<file path="src/rtl/rv32i_types.sv">
// Shared LSU types: op encodings, LSU state enum and the queue entry layout.
// Entry field widths follow the package localparams; the LSU's TAG_W/ROB_PTR_W must not exceed them.
package rv32i_types;

  localparam int LSQ_TAG_W     = 4;
  localparam int LSQ_ROB_PTR_W = 4;

  // bit3 = store, bit2 = unsigned load, bits[1:0] = log2(access size)
  localparam logic [3:0] lsu_op_lb  = 4'b0000;
  localparam logic [3:0] lsu_op_lh  = 4'b0001;
  localparam logic [3:0] lsu_op_lw  = 4'b0010;
  localparam logic [3:0] lsu_op_lbu = 4'b0100;
  localparam logic [3:0] lsu_op_lhu = 4'b0101;
  localparam logic [3:0] lsu_op_sb  = 4'b1000;
  localparam logic [3:0] lsu_op_sh  = 4'b1001;
  localparam logic [3:0] lsu_op_sw  = 4'b1010;

  typedef enum logic [1:0] {IDLE, MEM, RESP, DRAIN} lsu_state_t;

  typedef struct packed {
    logic                     valid;
    logic [3:0]               opc;
    logic [LSQ_TAG_W-1:0]     tag;
    logic [31:0]              addr;
    logic [31:0]              wdata;
    logic [LSQ_ROB_PTR_W-1:0] inst_id;
  } lsq_entry_t;

  function automatic logic lsu_misaligned(input logic [1:0] size_code, input logic [1:0] off);
    case (size_code)
      2'b01:   return off[0];
      2'b10:   return off != 2'b00;
      default: return 1'b0;
    endcase
  endfunction

endpackage

</file>
<file path="src/rtl/lsu_load_align.sv">
// Selects and extends the loaded byte/half/word from a 32-bit memory word.
module lsu_load_align
  import rv32i_types::*;
(
  input  logic [31:0] rdata,
  input  logic [1:0]  off,
  input  logic [3:0]  opc,
  output logic [31:0] result
);

  logic [7:0]  byte_sel;
  logic [15:0] half_sel;

  always_comb begin
    byte_sel = rdata[{off, 3'b000} +: 8];
    half_sel = off[1] ? rdata[31:16] : rdata[15:0];
    case (opc)
      lsu_op_lb:  result = {{24{byte_sel[7]}}, byte_sel};
      lsu_op_lbu: result = {24'b0, byte_sel};
      lsu_op_lh:  result = {{16{half_sel[15]}}, half_sel};
      lsu_op_lhu: result = {16'b0, half_sel};
      // stores complete with zero data
      default:    result = opc[3] ? 32'b0 : rdata;
    endcase
  end

endmodule

</file>
<file path="src/rtl/lsu_lsq_v2.sv">
// Program-ordered load/store queue issuing one data-memory access at a time from its head,
// with flush recovery, misalignment exceptions and a held, registered CDB result.
module lsu_lsq_v2
  import rv32i_types::*;
#(
  parameter int TAG_W     = 4,
  parameter int ROB_DEPTH = 16,
  parameter int ROB_PTR_W = $clog2(ROB_DEPTH),
  parameter int DEPTH     = 8,
  parameter int PTR_W     = $clog2(DEPTH)
) (
  input  logic                 clk,
  input  logic                 rst,
  input  logic                 flush,
  input  logic                 iss_req,
  output logic                 iss_rdy,
  input  logic [3:0]           iss_opc,
  input  logic [TAG_W-1:0]     iss_tag,
  input  logic [31:0]          iss_src1,
  input  logic [31:0]          iss_src2,
  input  logic [11:0]          iss_offset,
  input  logic [ROB_PTR_W-1:0] iss_inst_id,
  input  logic                 rob_head_vld,
  input  logic [ROB_PTR_W-1:0] rob_head_id,
  output logic                 cdb_req,
  input  logic                 cdb_rdy,
  output logic [TAG_W-1:0]     cdb_tag,
  output logic [ROB_PTR_W-1:0] cdb_inst_id,
  output logic [31:0]          cdb_wdata,
  output logic                 cdb_exc,
  output logic [31:0]          dmem_addr,
  output logic [3:0]           dmem_rmask,
  output logic [3:0]           dmem_wmask,
  output logic [31:0]          dmem_wdata,
  input  logic [31:0]          dmem_rdata,
  input  logic                 dmem_resp
);

  lsq_entry_t                lsq_mem [DEPTH];
  logic       [PTR_W:0]      wptr_reg, rptr_reg;
  lsu_state_t                state_reg, state_next;
  logic       [3:0]          opc_reg;
  logic       [1:0]          off_reg;
  logic       [TAG_W-1:0]    cdb_tag_reg;
  logic       [ROB_PTR_W-1:0] cdb_inst_id_reg;
  logic       [31:0]         cdb_wdata_reg;
  logic                      cdb_exc_reg;

  lsq_entry_t  head;
  logic        full, empty, enq, deq, head_mis, issue;
  logic [31:0] load_result;

  assign full  = (wptr_reg[PTR_W-1:0] == rptr_reg[PTR_W-1:0]) && (wptr_reg[PTR_W] != rptr_reg[PTR_W]);
  assign empty = (wptr_reg == rptr_reg);
  assign head  = lsq_mem[rptr_reg[PTR_W-1:0]];

  assign iss_rdy  = ~full;
  assign enq      = iss_req && !full && !flush;
  assign head_mis = lsu_misaligned(head.opc[1:0], head.addr[1:0]);
  // Stores may only touch memory once they are the oldest uncommitted instruction.
  assign deq      = (state_reg == IDLE) && !empty && head.valid && !flush &&
                    (!head.opc[3] || (rob_head_vld && rob_head_id == ROB_PTR_W'(head.inst_id)));
  assign issue    = deq && !head_mis;

  always_ff @(posedge clk) begin
    if (rst || flush) begin
      wptr_reg <= '0;
      rptr_reg <= '0;
      for (int i = 0; i < DEPTH; i++) lsq_mem[i].valid <= 1'b0;
    end else begin
      if (enq) begin
        lsq_mem[wptr_reg[PTR_W-1:0]] <= '{valid:   1'b1,
                                          opc:     iss_opc,
                                          tag:     LSQ_TAG_W'(iss_tag),
                                          addr:    iss_src1 + {{20{iss_offset[11]}}, iss_offset},
                                          wdata:   iss_src2,
                                          inst_id: LSQ_ROB_PTR_W'(iss_inst_id)};
        wptr_reg <= wptr_reg + 1'b1;
      end
      if (deq) begin
        lsq_mem[rptr_reg[PTR_W-1:0]].valid <= 1'b0;
        rptr_reg <= rptr_reg + 1'b1;
      end
    end
  end

  always_comb begin
    dmem_addr  = '0;
    dmem_rmask = '0;
    dmem_wmask = '0;
    dmem_wdata = '0;
    if (issue) begin
      dmem_addr = {head.addr[31:2], 2'b00};
      if (head.opc[3]) begin
        case (head.opc[1:0])
          2'b00: begin
            dmem_wmask = 4'b0001 << head.addr[1:0];
            dmem_wdata = {24'b0, head.wdata[7:0]} << {head.addr[1:0], 3'b000};
          end
          2'b01: begin
            dmem_wmask = head.addr[1] ? 4'b1100 : 4'b0011;
            dmem_wdata = head.addr[1] ? {head.wdata[15:0], 16'b0} : {16'b0, head.wdata[15:0]};
          end
          default: begin
            dmem_wmask = 4'b1111;
            dmem_wdata = head.wdata;
          end
        endcase
      end else begin
        dmem_rmask = 4'b1111;
      end
    end
  end

  always_ff @(posedge clk) begin
    if (rst) state_reg <= IDLE;
    else     state_reg <= state_next;
  end

  always_comb begin
    state_next = state_reg;
    case (state_reg)
      IDLE:  if (deq) state_next = head_mis ? RESP : MEM;
      // A flushed access still owes us a response unless it arrives right now.
      MEM:   if (flush)          state_next = dmem_resp ? IDLE : DRAIN;
             else if (dmem_resp) state_next = RESP;
      RESP:  if (flush || cdb_rdy) state_next = IDLE;
      DRAIN: if (dmem_resp)      state_next = IDLE;
      default: state_next = IDLE;
    endcase
  end

  lsu_load_align u_align (
    .rdata  (dmem_rdata),
    .off    (off_reg),
    .opc    (opc_reg),
    .result (load_result)
  );

  always_ff @(posedge clk) begin
    if (rst) begin
      opc_reg         <= '0;
      off_reg         <= '0;
      cdb_tag_reg     <= '0;
      cdb_inst_id_reg <= '0;
      cdb_wdata_reg   <= '0;
      cdb_exc_reg     <= 1'b0;
    end else if (deq) begin
      opc_reg         <= head.opc;
      off_reg         <= head.addr[1:0];
      cdb_tag_reg     <= TAG_W'(head.tag);
      cdb_inst_id_reg <= ROB_PTR_W'(head.inst_id);
      cdb_wdata_reg   <= '0;
      cdb_exc_reg     <= head_mis;
    end else if (state_reg == MEM && dmem_resp && !flush) begin
      cdb_wdata_reg   <= load_result;
    end
  end

  assign cdb_req     = (state_reg == RESP);
  assign cdb_tag     = cdb_tag_reg;
  assign cdb_inst_id = cdb_inst_id_reg;
  assign cdb_wdata   = cdb_wdata_reg;
  assign cdb_exc     = cdb_exc_reg;

endmodule

</file>
<file path="config.mk">
export PLATFORM = sky130hd
export DESIGN_NAME = lsu_lsq_v2
export DESIGN_NICKNAME = d
export VERILOG_FILES = /design/src/rtl/rv32i_types.sv /design/src/rtl/lsu_load_align.sv /design/src/rtl/lsu_lsq_v2.sv
export SDC_FILE = /design/constraint.sdc
export NUM_CORES = 1
export LEC_CHECK = 0
export CAP_MARGIN = 10
export CORE_MARGIN = 2
export CORE_UTILIZATION = 45
export DETAILED_ROUTE_END_ITERATION = 12
export SYNTH_ARGS = -nofsm -noshare
export SYNTH_HDL_FRONTEND = slang
export SYNTH_SLANG_ARGS = --single-unit
export TNS_END_PERCENT = 10
</file>
<file path="constraint.sdc">
create_clock -name clk -period 9 [get_ports clk]
set_input_delay 1.8 -clock clk [delete_from_list [all_inputs] [get_ports clk]]
set_output_delay 1.8 -clock clk [all_outputs]
set_load 0.05 [all_outputs]
</file>
==> impl_metrics.json, run 1 <==
{
  "nFillCells": 5066,
  "num_io_pins": 246,
  "start_kind": "register",
  "ant_nets": 0,
  "async_reset_ff_share_pct": 0,
  "first_pass_iters": 5,
  "port_buffers": 243,
  "hp-start": "cdb_wdata[7]",
  "synthToLayoutAreaGrowth_pct": 19.3,
  "seq_area_um2": 19600,
  "power_frac_comb_pct": 5.3,
  "tns_ps": 0,
  "nets": 2103,
  "final.setup_skew_ps": 14.1,
  "synth_edf_count": 608,
  "dp_slack_ps": 2060,
  "grt_pass1_wl_mm": 100,
  "postSynthAreaPerCell_um2": 16.9,
  "totalPowerFinal_w": 0.00667,
  "htreeDepth": 3,
  "track_usage_pct": 20.0,
  "drcViolationCount": 0,
  "critical_path_class": "register to primary output",
  "diodes": 0,
  "cts_tree": "done",
  "cts-buffers-inserted": 71,
  "routed_wl_mm": 65.0,
  "min_period_ps": 6980,
  "gp_congestion": 0.837,
  "power.density_nw_per_um2": 196,
  "worst_setup_path_end_kind": "primary output",
  "p_leak_nw": 10.7,
  "setup_ws_ps": 2020,
  "syn-cell-area_um2": 28500,
  "die_y_um": 256,
  "netlist_instances": 1688,
  "fmaxAchievable_ghz": 0.143,
  "slew_viol_final": 0,
  "ys_ff_latch": 676,
  "internal_power_w": 0.00528,
  "grt_pass1_vias": 16400,
  "die-area_um2": 65400,
  "slowest_delay_ps": 870,
  "die_w_um": 256,
  "grt_start_max_net_pins": 59,
  "hold_violations": 0,
  "hp-class": "register to register",
  "setup_violations": 0,
  "overflow": 0,
  "drtIter0Drc": 1164,
  "multiInputGateArea_um2": 8380,
  "rsz0062_at_grt": "no",
  "yosysWarnings": 0,
  "ys_types": 58,
  "arrival_ps": 5180,
  "tightest_slew_ps": 1180,
  "critPathMaxFanout": 43,
  "largest_register_ff_count": 616,
  "cts_buffer_depth": 3,
  "synthFlopType": "edfxtp_1",
  "utilization_pct": 54.1,
  "post_cts.repair.setup_buffers": 0,
  "status": "finished, final reports clean",
  "initial_utilization_pct": 45.4,
  "min_period_over_period_pct": 77.5,
  "worst_ir_drop_vdd_mv": 0.119,
  "netSwitchingPower_w": 0.00139,
  "core_region_area_um2": 62900,
  "drive_gt1_share_pct": 18.6,
  "clock-sinks": 676,
  "via_per_inst": 5.57,
  "clkPwrFrac_pct": 42.1,
  "switching_share_pct": 20.9,
  "path_cells": "buf_4, mux4_2, mux2_2, a22oi_1, nor2b_1, inv_1, nand3_4, a211oi_1, clkdlybuf4s50_1",
  "required_ps": 7200,
  "antenna_found_initial": 1,
  "clk_latency_ps": 590,
  "yosysSeqAreaShare_pct": 68.8,
  "maxSlewHeadroom_pct": 21.2,
  "r2r_slack_ps": 4940,
  "clk_pin_slew_ps": 60,
  "num_rows": 92,
  "slowest_stage": "clkdlybuf4s50_1",
  "max_cap_viol_count": 0,
  "dp_hpwl_mm": 39.3,
  "hold_buffers": 0,
  "cts_resized": 0,
  "p_seq_share_pct": 52.6,
  "root_buffer": "clkbuf_16",
  "wl_per_cell_um": 22.9,
  "num_vias": 15800
}
Yosys cell counts, types with 20 or more instances:
library cell / number / area share [%]
edfxtp_1: 608 / 64
nor2_1: 165 / 2.2
mux4_2: 152 / 12
mux2i_1: 82 / 2.9
nand2_1: 77 / 1.0
dfxtp_1: 68 / 4.8
a21oi_1: 56 / 0.98
clkbuf_1: 50 / 0.66
o21ai_0: 38 / 0.67
ha_1: 36 / 1.6
buf_2: 28 / 0.49
a211oi_1: 26 / 0.68
inv_1: 24 / 0.32
xor2_1: 21 / 0.65
a21o_1: 20 / 0.53
xnor2_1: 20 / 0.61
cell type report:
type / instances / area share (%)
Timing Repair Buffer: 273 / 7.71
Clock inverter: 44 / 0.945
Sequential cell: 676 / 57.7
Multi-Input combinational cell: 889 / 24.6
Inverter: 24 / 0.265
Clock buffer: 86 / 5.67
Tap cell: 846 / 3.11
power by group through the flow:
stage	clock network, W	registers, W	logic, W
2_1_floorplan	0	0.00357	0.000193
3_3_place_gp	0	0.00357	0.000347
3_5_place_dp	0	0.00357	0.000356
4_1_cts	0.00288	0.00351	0.000358
5_1_grt	0.00299	0.00351	0.000393
6_report	0.00281	0.00351	0.000355
critical path: cells and delay by family, from the launching register on:
kind	cells	cell delay (ps)
AO/OA/AOI/OAI	2	530
buffers and inverters	3	1810
AND/OR/NAND/NOR	2	480
flip-flops	1	760
multiplexers	2	960
path summary, 6_finish.rpt:
kind,endpoint,depth (start not counted)
setup / recovery,dmem_wdata[7],9
hold / removal,cdb_wdata[7],2
setup reg to reg,cdb_wdata[0],11
hold reg to reg,cdb_wdata[7],2
stage by stage:
step / instances / hold WS (ps) / instance area (um2)
finish: 2838 / 464 / 34000
floorplan: 1689 / 456 / 28500
detailed placement: 2708 / 462 / 31800
global placement: 2708 / 453 / 31800
CTS: 2838 / 470 / 34000
global route: 2838 / 493 / 34000
routing by layer:
metal  GRT usage [%]  routed length [um]
met1            27.4               28500
met2            33.8               32100
met3            3.14                3310
met4            5.07                1000
met5               0                  13
cells in the final DEF, fill, tap and decap left out, drive strengths merged, types with 4 or more instances in the layout:
| cell | netlist | final |
|---|---|---|
| nor3 | 16 | 16 |
| buf | 49 | 64 |
| o31ai | 10 | 10 |
| o21ai | 39 | 39 |
| clkinvlp | 0 | 5 |
| inv | 24 | 27 |
| or3 | 5 | 5 |
| a22oi | 10 | 10 |
| nor2b | 10 | 10 |
| nand2 | 77 | 77 |
| a31oi | 10 | 10 |
| nand3 | 13 | 13 |
| o21bai | 5 | 5 |
| and4 | 4 | 4 |
| clkbuf | 51 | 86 |
| nor2 | 165 | 165 |
| a311oi | 4 | 4 |
| o22ai | 8 | 8 |
| xor2 | 21 | 21 |
| o21a | 4 | 4 |
| xnor2 | 20 | 20 |
| a21o | 20 | 20 |
| mux2 | 15 | 15 |
| nand4 | 5 | 5 |
| or2 | 4 | 4 |
| o22a | 16 | 16 |
| a221oi | 7 | 7 |
| mux4 | 152 | 152 |
| clkdlybuf4s50 | 0 | 209 |
| edfxtp | 608 | 608 |
| bufinv | 0 | 4 |
| a211oi | 41 | 41 |
| a21oi | 56 | 56 |
| dfxtp | 68 | 68 |
| mux2i | 82 | 82 |
| clkinv | 0 | 32 |
| nand2b | 10 | 10 |
| ha | 36 | 36 |
cells by family (layout without fill, tap and decap cells):
kind of cell,Yosys count,count (layout),share of synthesized area [%]
adder cells (fa/ha/maj),37,37,1.65
flip-flops,676,676,68.8
other,1,2,0.0132
buffers and inverters,124,427,2.01
AND/OR/NAND/NOR,321,321,4.99
AO/OA/AOI/OAI,239,239,5.78
XOR/XNOR,41,41,1.26
multiplexers,249,249,15.5
No activity file was read; power rests on OpenSTA's default activity.
==> run 2: changes to the inputs <==
- clock period: 9 -> 7 ns (I/O delays scaled with it)
==> run 2 against run 1 <==
Compared with the run above: clock skew is 11 ps higher; non-clock buffer count decreased by 6; via count is 0.39% higher; clock-buffer cell count increased by 5; critical path depth is 1 higher; sequential share of layout area fell by 1.3 points; die area is the same; final area up 2.3%; final cell count fell by 0.49%; flip-flop and latch count stayed put; power is 28% higher; utilization is 1.2 points higher; critical endpoint is now dmem_rmask[1].
==> impl_metrics.json, run 2 (synthesis gave the netlist of run 1 again) <==
{
  "status": "finished, final reports clean",
  "grt_start_max_net_pins": 85,
  "crit_top_cell": "buf_12",
  "maxSlewHeadroom_pct": 24.9,
  "hold_path_depth": 2,
  "min_period_ps": 5830,
  "clk_pin_slew_ps": 60,
  "initial_utilization_pct": 45.4,
  "die_y_um": 256,
  "cts_tree": "done",
  "slowest_delay_ps": 660,
  "drtIter0Drc": 1101,
  "path_cells": "buf_12, mux4_2, mux2_2, a22oi_1, nor2b_1, inv_1, nand2_1, buf_4, nor2_1, buf_12",
  "num_rows": 92,
  "nFillCells": 5017,
  "tns_ps": 0,
  "rsz0062_at_grt": "no",
  "htreeDepth": 3,
  "final.setup_skew_ps": 24.9,
  "dp_hpwl_mm": 38.3,
  "cts_resized": 0,
  "slew_viol_final": 0,
  "max_cap_viol_count": 0,
  "cts_buffer_depth": 3,
  "core_region_area_um2": 62900,
  "clk_latency_ps": 600,
  "r2r_slack_ps": 3110,
  "worst_ir_drop_vdd_mv": 0.132,
  "fmaxAchievable_ghz": 0.172,
  "use_met2_pct": 33.7,
  "required_ps": 5600,
  "critical_path_class": "register to primary output",
  "grt_pass1_vias": 16500,
  "hold-path-endpoint": "cdb_wdata[7]",
  "cts-buffers-inserted": 70,
  "first_pass_iters": 5,
  "hp-class": "register to register",
  "top_usage_layer": "met2",
  "grtUsageMet1_pct": 27.2,
  "hold_violations": 0,
  "die-area_um2": 65400,
  "arrival_ps": 4430,
  "ant_nets": 0,
  "gp_congestion": 0.876,
  "num_vias": 15900,
  "grtUsageMet3_pct": 3.74,
  "diodes": 0,
  "hp-start": "cdb_wdata[7]",
  "grt_pass1_wl_mm": 99.8,
  "worstReg2RegEnd": "cdb_wdata[0]",
  "root_buffer": "clkbuf_16",
  "post_cts.repair.setup_buffers": 0,
  "critPathMaxFanout": 84,
  "clock-sinks": 676,
  "worst_setup_path_end_kind": "primary output",
  "die_w_um": 256,
  "track_usage_pct": 20.1,
  "largest_register_ff_count": 616,
  "via_per_inst": 5.62,
  "final_common_cell": "edfxtp_1",
  "drive_gt1_share_pct": 20.2,
  "power.density_nw_per_um2": 246,
  "overflow": 0,
  "port_buffers": 243,
  "ff2ff_path_depth": 9,
  "p_leak_nw": 11.0,
  "nets": 2096,
  "setup_violations": 0,
  "min_period_over_period_pct": 83.3,
  "slowest_stage": "dfxtp_4",
  "drcViolationCount": 0,
  "antenna_found_initial": 2,
  "start_kind": "register",
  "hold_buffers": 0,
  "wl_per_cell_um": 23.1,
  "mostFrequentLayoutCells": "608 x edfxtp_1, 173 x clkdlybuf4s50_1, 159 x nor2_1, 152 x mux4_2, 82 x mux2i_1",
  "utilization_pct": 55.4,
  "num_io_pins": 246,
  "routed_wl_mm": 65.3,
  "tightest_slew_ps": 1110,
  "synthToLayoutAreaGrowth_pct": 22.1
}
-- run 2: cell types whose count changed in the layout (fill, tap and decap cells not counted), moves of 2 or more --
cell,delta
clkbuf_8,+8
clkbuf_16,-4
clkinvlp_4,-5
clkdlybuf4s50_1,-36
buf_4,-45
buf_12,+75
clkinv_2,-3
clkinv_1,-8
inv_6,+2
-- run 2: critical path, delay by kind of cell (launching register included) --
kind            cells  cell delay (ps)
compound gates      1              160
simple gates        3              790
mux                 2              960
flops               1              660
buf+inv             4             1210
-- run 2: routing by layer --
layer / share of wire [%] / vias to the layer above / wire length, um
met1: 42 / 8135 / 27800
met3: 6.5 / 80 / 4250
li1: - / 7157 / -
met4: 1.7 / 4 / 1080
met2: 49 / 503 / 32200
met5: 0.038 / - / 25
-- run 2: per-stage QoR --
stage                     setup WS, ps  power [W]  hold slack (ps)  cell area [um2]  cells
after floorplan                   -687    0.00484              456            28500   1689
after global placement            1360    0.00504              452            32600   2702
after detailed placement          1240    0.00506              460            32600   2702
after CTS                          980    0.00865              469            34800   2824
after global routing               764    0.00885              493            34800   2824
final                             1170    0.00856              463            34800   2824
-- run 2: report_power, final --
group	internal, W	switching, W
clock network	0.00210	0.00149
logic	0.000176	0.000285
registers	0.00450	0.00000758
-- run 2: area by class of cell --
class	count	area, um2	share of cell area [%]
clock buffers	91	1940	5.58
multi-input cells	889	8380	24.1
inverters	24	90.1	0.259
flip-flops and latches	676	19600	56.4
well taps	846	1060	3.04
clock inverters	31	273	0.784
repair buffers	267	3430	9.84
-- run 2: worst max path at each step --
stage | startpoint | endpoint | slack, ps | depth (start not counted)
after CTS | register | dmem_rmask[1] | 980 | 10
after global routing | register | dmem_rmask[3] | 760 | 11
final | register | dmem_rmask[1] | 1170 | 10
after floorplan | rst | lsq_mem[2][0] | -690 | 4
after detailed placement | flush | dmem_rmask[1] | 1240 | 9
after global placement | flush | dmem_rmask[0] | 1360 | 9
